--- src/rtl/cpu_pkg.sv ---
// Shared encodings for the execute stage: ALU operation codes and forwarding selects.
package cpu_pkg;

    localparam logic [2:0] ALU_ADD   = 3'b000;
    localparam logic [2:0] ALU_SUB   = 3'b001;
    localparam logic [2:0] ALU_AND   = 3'b010;
    localparam logic [2:0] ALU_OR    = 3'b011;
    localparam logic [2:0] ALU_XOR   = 3'b100;
    localparam logic [2:0] ALU_SLT   = 3'b101;
    localparam logic [2:0] ALU_NOR   = 3'b110;
    localparam logic [2:0] ALU_PASSB = 3'b111;

    // Select 2'b11 is reserved and behaves like FWD_RF.
    localparam logic [1:0] FWD_RF = 2'b00;
    localparam logic [1:0] FWD_W  = 2'b01;
    localparam logic [1:0] FWD_M  = 2'b10;

endpackage

--- src/rtl/execute_cycle_alu.sv ---
// Combinational 3-bit-op ALU with zero flag and signed ADD/SUB overflow.
module alu
    import cpu_pkg::*;
#(
    parameter int DATA_W = 32
) (
    input  logic [DATA_W-1:0] src_a,
    input  logic [DATA_W-1:0] src_b,
    input  logic [2:0]        alu_control,
    output logic [DATA_W-1:0] result,
    output logic              zero,
    output logic              overflow
);

    localparam int MSB = DATA_W - 1;

    logic [DATA_W-1:0] sum;
    logic [DATA_W-1:0] diff;
    logic              lt_signed;

    assign sum       = src_a + src_b;
    assign diff      = src_a - src_b;
    assign lt_signed = $signed(src_a) < $signed(src_b);

    always_comb begin
        result   = '0;
        overflow = 1'b0;
        case (alu_control)
            ALU_ADD: begin
                result   = sum;
                overflow = (src_a[MSB] == src_b[MSB]) && (sum[MSB] != src_a[MSB]);
            end
            ALU_SUB: begin
                result   = diff;
                overflow = (src_a[MSB] != src_b[MSB]) && (diff[MSB] != src_a[MSB]);
            end
            ALU_AND: result = src_a & src_b;
            ALU_OR:  result = src_a | src_b;
            ALU_XOR: result = src_a ^ src_b;
            ALU_SLT: result = {{(DATA_W-1){1'b0}}, lt_signed};
            ALU_NOR: result = ~(src_a | src_b);
            default: result = src_b;
        endcase
    end

    assign zero = (result == '0);

endmodule

--- src/rtl/execute_cycle.sv ---
// Execute stage: forwarding and ALUSrc muxes, ALU, and the EX/MEM pipeline register.
module execute_cycle
    import cpu_pkg::*;
#(
    parameter int DATA_W = 32,
    parameter int REG_AW = 5
) (
    input  logic              clk,
    input  logic              rst,
    input  logic              RegWriteE,
    input  logic              ALUSrcE,
    input  logic              MemWriteE,
    input  logic              ResultSrcE,
    input  logic [2:0]        ALUControlE,
    input  logic [DATA_W-1:0] RD1_E,
    input  logic [DATA_W-1:0] RD2_E,
    input  logic [DATA_W-1:0] Imm_Ext_E,
    input  logic [REG_AW-1:0] RD_E,
    input  logic [DATA_W-1:0] PCPlus4E,
    input  logic [DATA_W-1:0] ResultW,
    input  logic [1:0]        ForwardAE,
    input  logic [1:0]        ForwardBE,
    input  logic              StallM,
    input  logic              FlushM,
    output logic              ZeroE,
    output logic              RegWriteM,
    output logic              MemWriteM,
    output logic              ResultSrcM,
    output logic [REG_AW-1:0] RD_M,
    output logic [DATA_W-1:0] ALUResultM,
    output logic [DATA_W-1:0] WriteDataM,
    output logic [DATA_W-1:0] PCPlus4M,
    output logic              OverflowM
);

    logic [DATA_W-1:0] src_a;
    logic [DATA_W-1:0] write_data;
    logic [DATA_W-1:0] src_b;
    logic [DATA_W-1:0] alu_result;
    logic              alu_overflow;

    // Forward-from-M taps the registered ALUResultM, so a stalled M stage feeds a stable value.
    always_comb begin
        src_a = RD1_E;
        case (ForwardAE)
            FWD_W:   src_a = ResultW;
            FWD_M:   src_a = ALUResultM;
            default: src_a = RD1_E;
        endcase
    end

    always_comb begin
        write_data = RD2_E;
        case (ForwardBE)
            FWD_W:   write_data = ResultW;
            FWD_M:   write_data = ALUResultM;
            default: write_data = RD2_E;
        endcase
    end

    assign src_b = ALUSrcE ? Imm_Ext_E : write_data;

    alu #(.DATA_W(DATA_W)) u_alu (
        .src_a       (src_a),
        .src_b       (src_b),
        .alu_control (ALUControlE),
        .result      (alu_result),
        .zero        (ZeroE),
        .overflow    (alu_overflow)
    );

    // Stall wins over flush; a bubble clears control and RD_M but leaves the data registers alone.
    always_ff @(posedge clk or negedge rst) begin
        if (!rst) begin
            RegWriteM  <= 1'b0;
            MemWriteM  <= 1'b0;
            ResultSrcM <= 1'b0;
            OverflowM  <= 1'b0;
            RD_M       <= '0;
            ALUResultM <= '0;
            WriteDataM <= '0;
            PCPlus4M   <= '0;
        end else if (StallM) begin
            RegWriteM  <= RegWriteM;
        end else if (FlushM) begin
            RegWriteM  <= 1'b0;
            MemWriteM  <= 1'b0;
            ResultSrcM <= 1'b0;
            OverflowM  <= 1'b0;
            RD_M       <= '0;
        end else begin
            RegWriteM  <= RegWriteE;
            MemWriteM  <= MemWriteE;
            ResultSrcM <= ResultSrcE;
            OverflowM  <= alu_overflow;
            RD_M       <= RD_E;
            ALUResultM <= alu_result;
            WriteDataM <= write_data;
            PCPlus4M   <= PCPlus4E;
        end
    end

endmodule

--- config.mk ---
export PLATFORM = sky130hd
export DESIGN_NAME = execute_cycle
export DESIGN_NICKNAME = d
export VERILOG_FILES = /design/src/rtl/cpu_pkg.sv /design/src/rtl/execute_cycle_alu.sv /design/src/rtl/execute_cycle.sv
export SDC_FILE = /design/constraint.sdc
export NUM_CORES = 1
export LEC_CHECK = 0
export ABC_CLOCK_PERIOD_IN_PS = 28900
export CAP_MARGIN = 20
export CORE_MARGIN = 5
export CORE_UTILIZATION = 40
export CTS_BUF_LIST = sky130_fd_sc_hd__clkbuf_2 sky130_fd_sc_hd__clkbuf_4 sky130_fd_sc_hd__clkbuf_8
export DETAILED_ROUTE_END_ITERATION = 8
export GPL_ROUTABILITY_DRIVEN = 1
export PLACE_DENSITY = 0.67
export SLEW_MARGIN = 20
export SYNTH_ARGS = -nofsm -noshare
export SYNTH_HDL_FRONTEND = slang
export SYNTH_SLANG_ARGS = --single-unit
--- constraint.sdc ---
create_clock -name clk -period 28.9 [get_ports clk]
set_input_delay 8.67 -clock clk [delete_from_list [all_inputs] [get_ports clk]]
set_output_delay 8.67 -clock clk [all_outputs]
set_load 0.03 [all_outputs]
# ---- Word level (Yosys, flattened, before mapping)
# Cells that the tools add are included.
dict set report word_totals {
  mem_count 0
  reg_bits 105
  output_inout_bits 106
  ram_bits 0
  mem_bits_ro 0
  latch_bits 0
}
dict set report op_classes {
  n_reduce_logical 5
  shift 0
  eq_ne 14
  mux 10
  div 0
  order_cmp 1
  n_bitwise 6
  n_addsub 2
  n_mul 0
}
# operator n
set ops {}
lappend ops {{$pmux 32 s7} 1}
lappend ops {{$pmux 32 s2} 2}
lappend ops {{$add 32x32->32} 1}
lappend ops {{$and 32x32->32} 1}
lappend ops {{$logic_not 32->1} 1}
lappend ops {{$lt 32x32->1} 1}
lappend ops {{$mux 32} 1}
lappend ops {{$not 32->32} 1}
lappend ops {{$or 32x32->32} 1}
lappend ops {{$sub 32x32->32} 1}
lappend ops {{$xor 32x32->32} 1}
lappend ops {{$eq 3x3->1 const B} 3}
lappend ops {{$eq 3x2->1 const B} 2}
lappend ops {{$mux 5} 1}
lappend ops {{$eq 2x1->1 const B} 2}
lappend ops {{$eq 2x2->1 const B} 2}
lappend ops {{$mux 1} 4}
lappend ops {{$eq 3x1->1 const B} 1}
lappend ops {{$logic_not 3->1} 1}
lappend ops {{$ne 1x1->1} 3}
lappend ops {{$logic_and 1x1->1} 2}
lappend ops {{$not 1->1} 2}
lappend ops {{$pmux 1 s2} 1}
lappend ops {{$reduce_and 2->1} 1}
lappend ops {{$eq 1x1->1} 1}

# ---- Depth between registers and ports, before layout
# Gate-level depths: netlist of the first run.
dict set report logic_depth {
  ltp_word 8
  ltp_mapped 24
  mapped_depth_nobuf 21
}

# ---- Modules after synthesis
# From an unflattened synthesis of the first run, not the netlist that was laid out.
dict set report hier_totals {
  hier_cells 1523
  area_unflattened_um2 12231.7
}
# mod n_inst cells_per_inst area_per_inst_um2
set by_module_without_submodules {}
lappend by_module_without_submodules {alu 1 986 6523.8}
lappend by_module_without_submodules {execute_cycle 1 537 5708.0}

# ---- Worst setup path before layout of the first run
# No wires, ideal clock.
dict set report synth_timing {
  path_kind {in2out}
  startpoint {input port ForwardBE[0]}
  endpoint {output port ZeroE}
  path_buffers 3
  arrival_ns 13.344
  stages 23
  path_slack_ns 6.886
  t_required_ns 20.230
  cell_sequence {inv_1 > ha_1 > buf_2 > clkbuf_1 > buf_1 > a221o_1 > o21ai_0 > nor2_1 > a21oi_1 > inv_1 > ha_1 > inv_1 > fa_1 > o21bai_1 > a211oi_1 > o41a_1 > a2111oi_0 > a21oi_1 > a311oi_1 > and4_1 > nand4_1 > nor4_1 > and3_1}
}
dict set report synth_between {
  elab_chain_cells 7
}
# item line
set synth_rtl {}
lappend synth_rtl {{start, declared} execute_cycle.sv:22} ;# input logic [1:0] ForwardBE,
lappend synth_rtl {{$eq 2x2->1 or $eq 2x1->1 (tied branches)} execute_cycle.sv:54} ;# case (ForwardBE)
lappend synth_rtl {{$pmux 32 s2 *} execute_cycle.sv:54}
lappend synth_rtl {{$mux 32 *} execute_cycle.sv:61} ;# assign src_b = ALUSrcE ? Imm_Ext_E : write_data;
lappend synth_rtl {{parallel branches: the longest is 2 deep, another holds $sub 32x32->32} -}
lappend synth_rtl {{$pmux 32 s7 *} execute_cycle_alu.sv:28} ;# case (alu_control)
lappend synth_rtl {{$logic_not 32->1 *} execute_cycle_alu.sv:46} ;# assign zero = (result == '0);
lappend synth_rtl {{end, declared} execute_cycle.sv:25} ;# output logic ZeroE,
# Every way passes the cells marked *.

# ---- Final worst setup path of the first run
# Same ends and word-level chain as after synthesis.

==> run summary, run 1 <==
POWER AND IR DROP
--------------------------------------------------------------------------------------
Pleak                                                                          6.46 nW
Total Power Consumption                                                         786 µW
PwrDens                                                                    51.9 nW/µm²
Largest voltage drop on the vdd net                                          0.0326 mV

CLOCKING
--------------------------------------------------------------------------------------
CTS HTree Levels                                                                     3
Sink count of the clock tree                                                       105
Library cell used as clock root buffer                                        clkbuf_8
Number of buffers created by CTS                                                     9
Maximum count of clock buffers along a single path                                   2
Number of buffers inserted for hold repair after clock tree synthesis                0
Clock slew at the register clock pins of the worst setup and hold paths        0.12 ns
Post CTS Setup Buffer Count                                                          0
CTS tree                                                                           yes
Source-to-sink clock delay at the later pin of the worst-skew pair             0.38 ns
Resize count post-CTS                                                                0

LOGIC SYNTHESIS
--------------------------------------------------------------------------------------
Leading cell types by total area after synthesis                          dfrtp_1, ha_1, nand2_1
Synthesized area                                                             11900 µm²
Synthesized area per cell                                                     7.14 µm²
Post-synthesis sequential area ratio                                             22.2%
Post-synthesis sequential element count                                            105
Synth top cells by count                                                  nand2_1, o21ai_0, inv_1, dfrtp_1
Cell taking the most area after synthesis                                      dfrtp_1
Number of synthesized flops with an enable pin                                       0
Synthesis warning total                                                              0
Share of flip-flops with an asynchronous set or reset                             100%
Instance count of the mapped netlist                                              1660
Area fraction of the dominant cell type after synthesis                          22.2%
Number of nets produced by synthesis                                              1942
Flip-flop cell with the highest count after synthesis                          dfrtp_1
Count of unique library cells instantiated by Yosys                                 88
Most frequently used cell type in the post-synthesis netlist                   nand2_1

WORST SETUP PATH
--------------------------------------------------------------------------------------
WP buf/inv                                                                           7
Worst Setup Start Kind                                                       input pin
Capture point of the worst reg-to-reg path                                ALUResultM[30]$_DFFE_PN0P_
Cell with the biggest individual delay on the critical path               clkdlybuf4s50_1
Data arrival time of the worst path                                           15.52 ns
Slowest Stage Delay on Critical Path                                           0.68 ns
Crit path max fanout                                                                36
Cell mode on critical path                                                       inv_1
Type of the worst setup path                                                    in2out
CP top delay family                                                       buffers and inverters
Reg-to-reg slack, setup                                                       23.84 ns
Worst Reg2Reg Path Length in Cells                                                  18
Launching point of the worst reg2reg path                                 ALUResultM[0]$_DFFE_PN0P_
Crit. End Element                                                           output pin
WP data required                                                              20.23 ns
Ordered cell list for the critical path                                   clkdlybuf4s50_1 -> inv_1 -> ha_1 -> buf_4 -> inv_1 -> buf_4 -> o21ai_0 -> nor2_1 -> a21oi_1 -> inv_1 -> ha_1 -> fa_1 -> a221oi_2 -> nand2_1 -> nor3_1 -> a211o_1 -> o211ai_1 -> nor4_1 -> nand4_1 -> nor4_1 -> and3_1 -> clkdlybuf4s50_1

FINAL LAYOUT
--------------------------------------------------------------------------------------
Post-Layout Inst Area                                                        15200 µm²
Fill count                                                                        2978
Area of the multi-input gates                                                 8380 µm²
Share of layout cells above drive strength 1                                     4.65%
Storage element area                                                          2630 µm²
Number of nets in the finished design                                             2146
Area Growth Syn to Fin                                                           27.8%

PLACE
--------------------------------------------------------------------------------------
Post-detailed-placement half-perimeter wirelength                              42.2 mm
Port-buffer cells                                                                  285
Weighted congestion reported at the end of routability-driven placement          0.974
Cell Area, Placed                                                            14900 µm²

TIMING
--------------------------------------------------------------------------------------
Final Slew Violations                                                                0
Final period util                                                                83.7%
Unrepaired setup endpoints after global routing                                  false
Max Clock Skew                                                               0.0191 ns
Worst hold slack                                                              0.486 ns
Setup TNS after final layout                                                      0 ns
Number of hold violations in the final report                                        0
Worst slew margin relative to its limit                                          35.4%
Number of setup violations in the final report                                       0
Transition time at the pin with the least slew margin                         0.965 ns
Final period demand of the worst path                                         24.19 ns
Max Clock Freq                                                                41.3 MHz

GLOBAL ROUTE
--------------------------------------------------------------------------------------
Total global-route track usage                                                   31.7%
Remaining Overflow, GRT                                                              0
Pin count of the biggest net entering global routing                                94
Number of antenna violations at the first check in global routing                    1
Number of global-route vias before repair                                        13.8k
Global-route wire length before repair                                         83.2 mm

ROUTE
--------------------------------------------------------------------------------------
Number of detailed-routing iterations run before antenna repair                      5
Wire length per cell                                                           24.4 µm
Iter 0 DRT Violations                                                             1303
Final wirelength                                                               55.1 mm
Total DRC errors in the routed layout                                                0
Number of nets with antenna violations after detailed routing                        0
Via total after detailed routing                                                 13.9k
Detailed-route vias per instance                                                  6.13

RUN
--------------------------------------------------------------------------------------
Max-Cap Viols                                                                        0

DIE
--------------------------------------------------------------------------------------
Initial core utilization                                                         40.2%
Die area                                                                     33200 µm²
Die outline height                                                              182 µm
Top Ports                                                                          286
Cell Rows                                                                           63
Placeable core region                                                        29500 µm²
Chip Width                                                                      182 µm

HOLD PATH
--------------------------------------------------------------------------------------
Hold Path End                                                             PCPlus4M[7]$_DFFE_PN0P_
Hold Path Origin                                                          PCPlus4M[7]$_DFFE_PN0P_
Hold-critical path depth                                                             2
Worst min-delay path category                                                  reg2reg

RUN STATUS
--------------------------------------------------------------------------------------
Run status                                                                   completed

worst reg2reg max path, cell delays in order, from the launching register on:
cell and delay [ns]:
dfrtp_1 0.48, a221o_1 0.37, o21ai_0 0.09, nor2_1 0.06
a21oi_1 0.48, inv_1 0.17, ha_1 0.30, inv_1 0.10
fa_1 0.20, o21bai_1 0.12, a211oi_1 0.65, nor4_1 0.20
o2111ai_1 0.28, nand3_1 0.26, a21boi_0 0.38, a221oi_1 0.16
nor4_1 0.38, nor3_1 0.15, a21oi_1 0.16
state kept, by name, indices dropped and copies added, names as in the netlist:
name / cells
ALUResultM: 32
MemWriteM: 1
OverflowM: 1
PCPlus4M: 32
RD_M: 5
RegWriteM: 1
ResultSrcM: 1
WriteDataM: 32
power by group:
part / total (mW) / internal, mW / switching (mW)
clock network: 0.0995 / 0.0419 / 0.0576
registers: 0.197 / 0.172 / 0.0251
logic: 0.489 / 0.181 / 0.308
total: 0.786 / 0.395 / 0.391
metal layers:
| layer | GRT usage [%] | routed length [µm] |
|---|---|---|
| met5 | 0 | 0 |
| met4 | 14.9 | 3030 |
| met3 | 4.48 | 3940 |
| met2 | 54.8 | 26700 |
| met1 | 39.0 | 21400 |
cell families (layout without fill, tap and decap cells):
group | after synthesis | in the layout | share of synthesized area [%]
DFF | 105 | 105 | 22.2
muxes | 17 | 17 | 1.46
xor gates and xnor gates | 20 | 20 | 1.48
buffers and inverters | 228 | 437 | 7.39
AOI/OAI and AO/OA | 603 | 603 | 34.6
and+or+nand+nor | 585 | 585 | 22.0
other | 0 | 1 | 0
adders and majority gates | 102 | 102 | 10.9
cell type report:
class                   instances  area share, %
diodes                          1         0.0165
multi-input cells            1327           55.3
clock inverters                 7          0.553
clock buffers                   9          0.817
well taps                     390           3.22
inverters                     109           2.70
repair buffers                312           20.0
flip-flops and latches        105           17.3
worst max-delay path by stage:
stage / startpoint / end / slack (ns) / depth (start not counted)
global placement: ForwardBE[0] / ZeroE / 4.84 / 24
finish: ForwardBE[0] / ZeroE / 4.71 / 22
CTS: ForwardBE[0] / ZeroE / 4.83 / 24
floorplan: ForwardBE[0] / ZeroE / 6.89 / 23
global route: ForwardBE[0] / ZeroE / 4.34 / 24
detailed placement: ForwardBE[0] / ZeroE / 4.88 / 24
placed cells by master (no fill, tap or decap), types with 16 or more instances in the layout:
cell,n
nor3_1,29
a22oi_1,45
nand2_1,314
nand2b_1,18
nor2_1,97
nand3_1,27
dfrtp_1,105
o21ai_0,191
a221o_1,38
nand4_1,17
o211ai_1,20
ha_1,99
buf_4,28
xnor2_1,17
clkdlybuf4s50_1,281
inv_1,107
a21oi_1,99
o21bai_1,19
nor2b_1,16
a211oi_1,17
metrics by stage:
| step | utilization, % | setup WS [ns] | instances |
|---|---|---|---|
| floorplan | - | 6.89 | 1660 |
| global placement | 50.7 | 4.84 | 2243 |
| detailed placement | 50.7 | 4.88 | 2243 |
| CTS | 51.4 | 4.83 | 2259 |
| global route | 51.4 | 4.34 | 2260 |
| finish | 51.4 | 4.71 | 2260 |
No activity file was read; power rests on OpenSTA's default activity.
==> inputs of run 2 (changes only) <==
--- a/config.mk
+++ b/config.mk
@@ -5,14 +5,14 @@
 export SDC_FILE = /design/constraint.sdc
 export NUM_CORES = 1
 export LEC_CHECK = 0
-export ABC_CLOCK_PERIOD_IN_PS = 28900
+export ABC_CLOCK_PERIOD_IN_PS = 20700
 export CAP_MARGIN = 20
 export CORE_MARGIN = 5
 export CORE_UTILIZATION = 40
 export CTS_BUF_LIST = sky130_fd_sc_hd__clkbuf_2 sky130_fd_sc_hd__clkbuf_4 sky130_fd_sc_hd__clkbuf_8
 export DETAILED_ROUTE_END_ITERATION = 8
 export GPL_ROUTABILITY_DRIVEN = 1
-export PLACE_DENSITY = 0.67
+export PLACE_DENSITY = 0.69
 export SLEW_MARGIN = 20
 export SYNTH_ARGS = -nofsm -noshare
 export SYNTH_HDL_FRONTEND = slang
==> constraint.sdc (replaced) <==
create_clock -name clk -period 20.7 [get_ports clk]
set_input_delay 6.21 -clock clk [delete_from_list [all_inputs] [get_ports clk]]
set_output_delay 6.21 -clock clk [all_outputs]
set_load 0.03 [all_outputs]
==> run 2 against run 1 <==
  * Count of clock-buffer cells in the layout is the same
  * Highest routed layer unchanged
  * Sequential power grew 40%
  * Wire length shrank 0.48%
  * Sequential cell count is the same
  * Largest power group unchanged
  * Critical path depth is the same
  * Final cell count is essentially flat
  * First-iteration DRC count grew 14%
  * Non-clock buffer count shrank 1
  * Total power grew 38%
  * Sequential share of layout area is essentially flat
  * Via count is essentially flat
==> run summary, run 2 (synthesis results as in run 1) <==
FINAL LAYOUT
--------------------------------------------------------------------------------------
Storage element area                                                          2630 µm²   unchanged
Commonest non-fill, non-tap cell in the layout                                 nand2_1   unchanged
Number of nets in the finished design                                             2145   was 2146
Area Growth Syn to Fin                                                           27.6%   was 27.8%
Area of the multi-input gates                                                 8380 µm²   unchanged
Fill count                                                                        3002   was 2978
Share of layout cells above drive strength 1                                     4.60%   was 4.65%
Highest-count cells in the layout ignoring fill and taps                  nand2_1, clkdlybuf4s50_1, o21ai_0   unchanged
Biggest registers after layout                                            ALUResultM (32), PCPlus4M (32), WriteDataM (32)   unchanged
Final core utilization                                                           51.3%   was 51.4%

GLOBAL ROUTE
--------------------------------------------------------------------------------------
Global-route wire length before repair                                         82.7 mm   was 83.2 mm
Total global-route track usage                                                   31.6%   was 31.7%
Number of global-route vias before repair                                        13.7k   was 13.8k
Number of antenna violations at the first check in global routing                    1   unchanged
Remaining Overflow, GRT                                                              0   unchanged
Pin count of the biggest net entering global routing                                74   was 94

PLACE
--------------------------------------------------------------------------------------
Weighted congestion reported at the end of routability-driven placement          0.983   was 0.974
Port-buffer cells                                                                  285   unchanged
Post-detailed-placement half-perimeter wirelength                              42.4 mm   was 42.2 mm

DIE
--------------------------------------------------------------------------------------
Die area                                                                     33200 µm²   unchanged
Die outline height                                                              182 µm   unchanged
Initial core utilization                                                         40.2%   unchanged
Chip Width                                                                      182 µm   unchanged
Placeable core region                                                        29500 µm²   unchanged
Top Ports                                                                          286   unchanged
Cell Rows                                                                           63   unchanged

CLOCKING
--------------------------------------------------------------------------------------
Source-to-sink clock delay at the later pin of the worst-skew pair             0.39 ns   was 0.38 ns
Resize count post-CTS                                                                0   unchanged
Sink count of the clock tree                                                       105   unchanged
Number of buffers inserted for hold repair after clock tree synthesis                0   unchanged
Library cell used as clock root buffer                                        clkbuf_8   unchanged
Post CTS Setup Buffer Count                                                          0   unchanged
CTS HTree Levels                                                                     3   unchanged
CTS tree                                                                           yes   unchanged
Clock slew at the register clock pins of the worst setup and hold paths        0.12 ns   about the same
Number of buffers created by CTS                                                     9   unchanged
Maximum count of clock buffers along a single path                                   2   unchanged

TIMING
--------------------------------------------------------------------------------------
Worst slew margin relative to its limit                                          24.5%   was 35.4%
Final period util                                                                93.5%
Transition time at the pin with the least slew margin                          1.13 ns   was 0.965 ns
Max Clock Skew                                                               0.0183 ns   was 0.0191 ns
Unrepaired setup endpoints after global routing                                  false   unchanged
Setup TNS after final layout                                                      0 ns   unchanged
Number of hold violations in the final report                                        0   unchanged
Number of setup violations in the final report                                       0   unchanged
Max Clock Freq                                                                51.7 MHz
Final period demand of the worst path                                         19.36 ns
Final Slew Violations                                                                0   unchanged

HOLD PATH
--------------------------------------------------------------------------------------
Worst min-delay path category                                                  reg2reg   unchanged

POWER AND IR DROP
--------------------------------------------------------------------------------------
Reg power frac                                                                   25.4%   was 25.1%
PwrDens                                                                    71.8 nW/µm²   was 51.9 nW/µm²
Pleak                                                                          6.44 nW   was 6.46 nW
Relative contribution of combinational cells to total power                      62.8%   was 62.2%
P_int                                                                           540 µW   was 395 µW
Power dissipated by switching net loads                                         546 µW   was 391 µW
Share of total power in the clock network                                        11.8%   was 12.7%
Net Sw Frac                                                                      50.3%   was 49.7%
Largest voltage drop on the vdd net                                          0.0378 mV   was 0.0326 mV

RUN STATUS
--------------------------------------------------------------------------------------
Run status                                                                   completed   unchanged

ROUTE
--------------------------------------------------------------------------------------
Final wirelength                                                               54.8 mm   was 55.1 mm
Number of nets with antenna violations after detailed routing                        0   unchanged
Via total after detailed routing                                                 13.8k   was 13.9k
Detailed-route vias per instance                                                  6.13   about the same
Total DRC errors in the routed layout                                                0   unchanged
Iter 0 DRT Violations                                                             1482   was 1303
Wire length per cell                                                           24.3 µm   was 24.4 µm
Number of detailed-routing iterations run before antenna repair                      5   unchanged

WORST SETUP PATH
--------------------------------------------------------------------------------------
Worst Setup Start Kind                                                       input pin   unchanged
Type of the worst setup path                                                    in2out   unchanged
WP data required                                                              14.49 ns   was 20.23 ns
Crit. End Element                                                           output pin   unchanged
Data arrival time of the worst path                                           13.15 ns   was 15.52 ns
Crit path max fanout                                                                24   was 36

RUN
--------------------------------------------------------------------------------------
Max-Cap Viols                                                                        0   unchanged

## run 2: cell count changes in the layout (fill, tap and decap cells not counted), sizes merged
cell and delta:
buf -1, bufinv -1, clkinvlp +1
## run 2: worst paths after layout
kind	from	end	slack [ns]	depth (start not counted)
min in group asynchronous	rst	PCPlus4M[17]$_DFFE_PN0P_	5.85	1
max	ForwardBE[1]	ZeroE	1.34	22
max reg2reg	ALUResultM[0]$_DFFE_PN0P_	ALUResultM[30]$_DFFE_PN0P_	15.53	18
min	PCPlus4M[4]$_DFFE_PN0P_	PCPlus4M[4]$_DFFE_PN0P_	0.48	2
min reg2reg	PCPlus4M[4]$_DFFE_PN0P_	PCPlus4M[4]$_DFFE_PN0P_	0.48	2
max in group asynchronous	rst	WriteDataM[16]$_DFFE_PN0P_	13.63	2
## run 2: layout make-up
type | count | area share [%]
Clock inverter | 7 | 0.405
Antenna cell | 1 | 0.0165
Inverter | 109 | 2.71
Multi-Input combinational cell | 1327 | 55.4
Tap cell | 390 | 3.23
Timing Repair Buffer | 311 | 20.0
Clock buffer | 9 | 0.819
Sequential cell | 105 | 17.4
## run 2: worst max-delay path, cell delays in order
cell and delay, ns:
clkdlybuf4s50_1 0.48, ha_1 0.91, a221o_1 0.30, o21ai_0 0.12, nor2_1 0.13, a21oi_1 0.13
inv_1 0.20, ha_1 0.29, inv_1 0.10, fa_1 0.46, o21bai_1 0.28, a211oi_1 0.18
or4_1 0.58, a31oi_1 0.22, mux2i_1 0.20, or3_1 0.14, o211ai_1 0.14, nor4_1 0.65
nand4_1 0.21, nor4_1 0.29, and3_1 0.21, clkdlybuf4s50_1 0.68
## run 2: routing by layer
metal	part of all wire, %	vias up	track usage [%]
met5	0	-	0
met1	39	6537	38.9
li1	-	6389	-
met3	6.9	179	4.72
met2	48	744	53.7
met4	6.1	0	16.1
## run 2: per-stage QoR
step	hold WS (ns)	setup WS (ns)	instance area [µm²]	instances	power, mW
after floorplan	0.649	3.61	11900	1660	0.687
after global placement	0.456	1.63	14900	2242	0.944
after detailed placement	0.461	1.61	14900	2242	0.948
after CTS	0.490	1.56	15100	2258	1.08
after global routing	0.509	1.02	15100	2259	1.15
final	0.485	1.34	15100	2259	1.09
## run 2: power groups by stage
stage	clock, mW	combinational (mW)	sequential, mW
detailed placement	0	0.669	0.278
finish	0.128	0.681	0.276
CTS	0.130	0.672	0.275
global route	0.138	0.728	0.280
floorplan	0	0.345	0.341
global placement	0	0.666	0.278
==> inputs of run 3 (changes only) <==
--- a/config.mk
+++ b/config.mk
@@ -10,8 +10,10 @@
 export CORE_MARGIN = 5
 export CORE_UTILIZATION = 40
 export CTS_BUF_LIST = sky130_fd_sc_hd__clkbuf_2 sky130_fd_sc_hd__clkbuf_4 sky130_fd_sc_hd__clkbuf_8
+export CTS_CLUSTER_DIAMETER = 100
 export DETAILED_ROUTE_END_ITERATION = 8
 export GPL_ROUTABILITY_DRIVEN = 1
+export HOLD_SLACK_MARGIN = 0.05
 export PLACE_DENSITY = 0.69
 export SLEW_MARGIN = 20
 export SYNTH_ARGS = -nofsm -noshare
==> results of run 3 <==
Same layout as run 2: the final DEF is identical, and so are final timing and power.
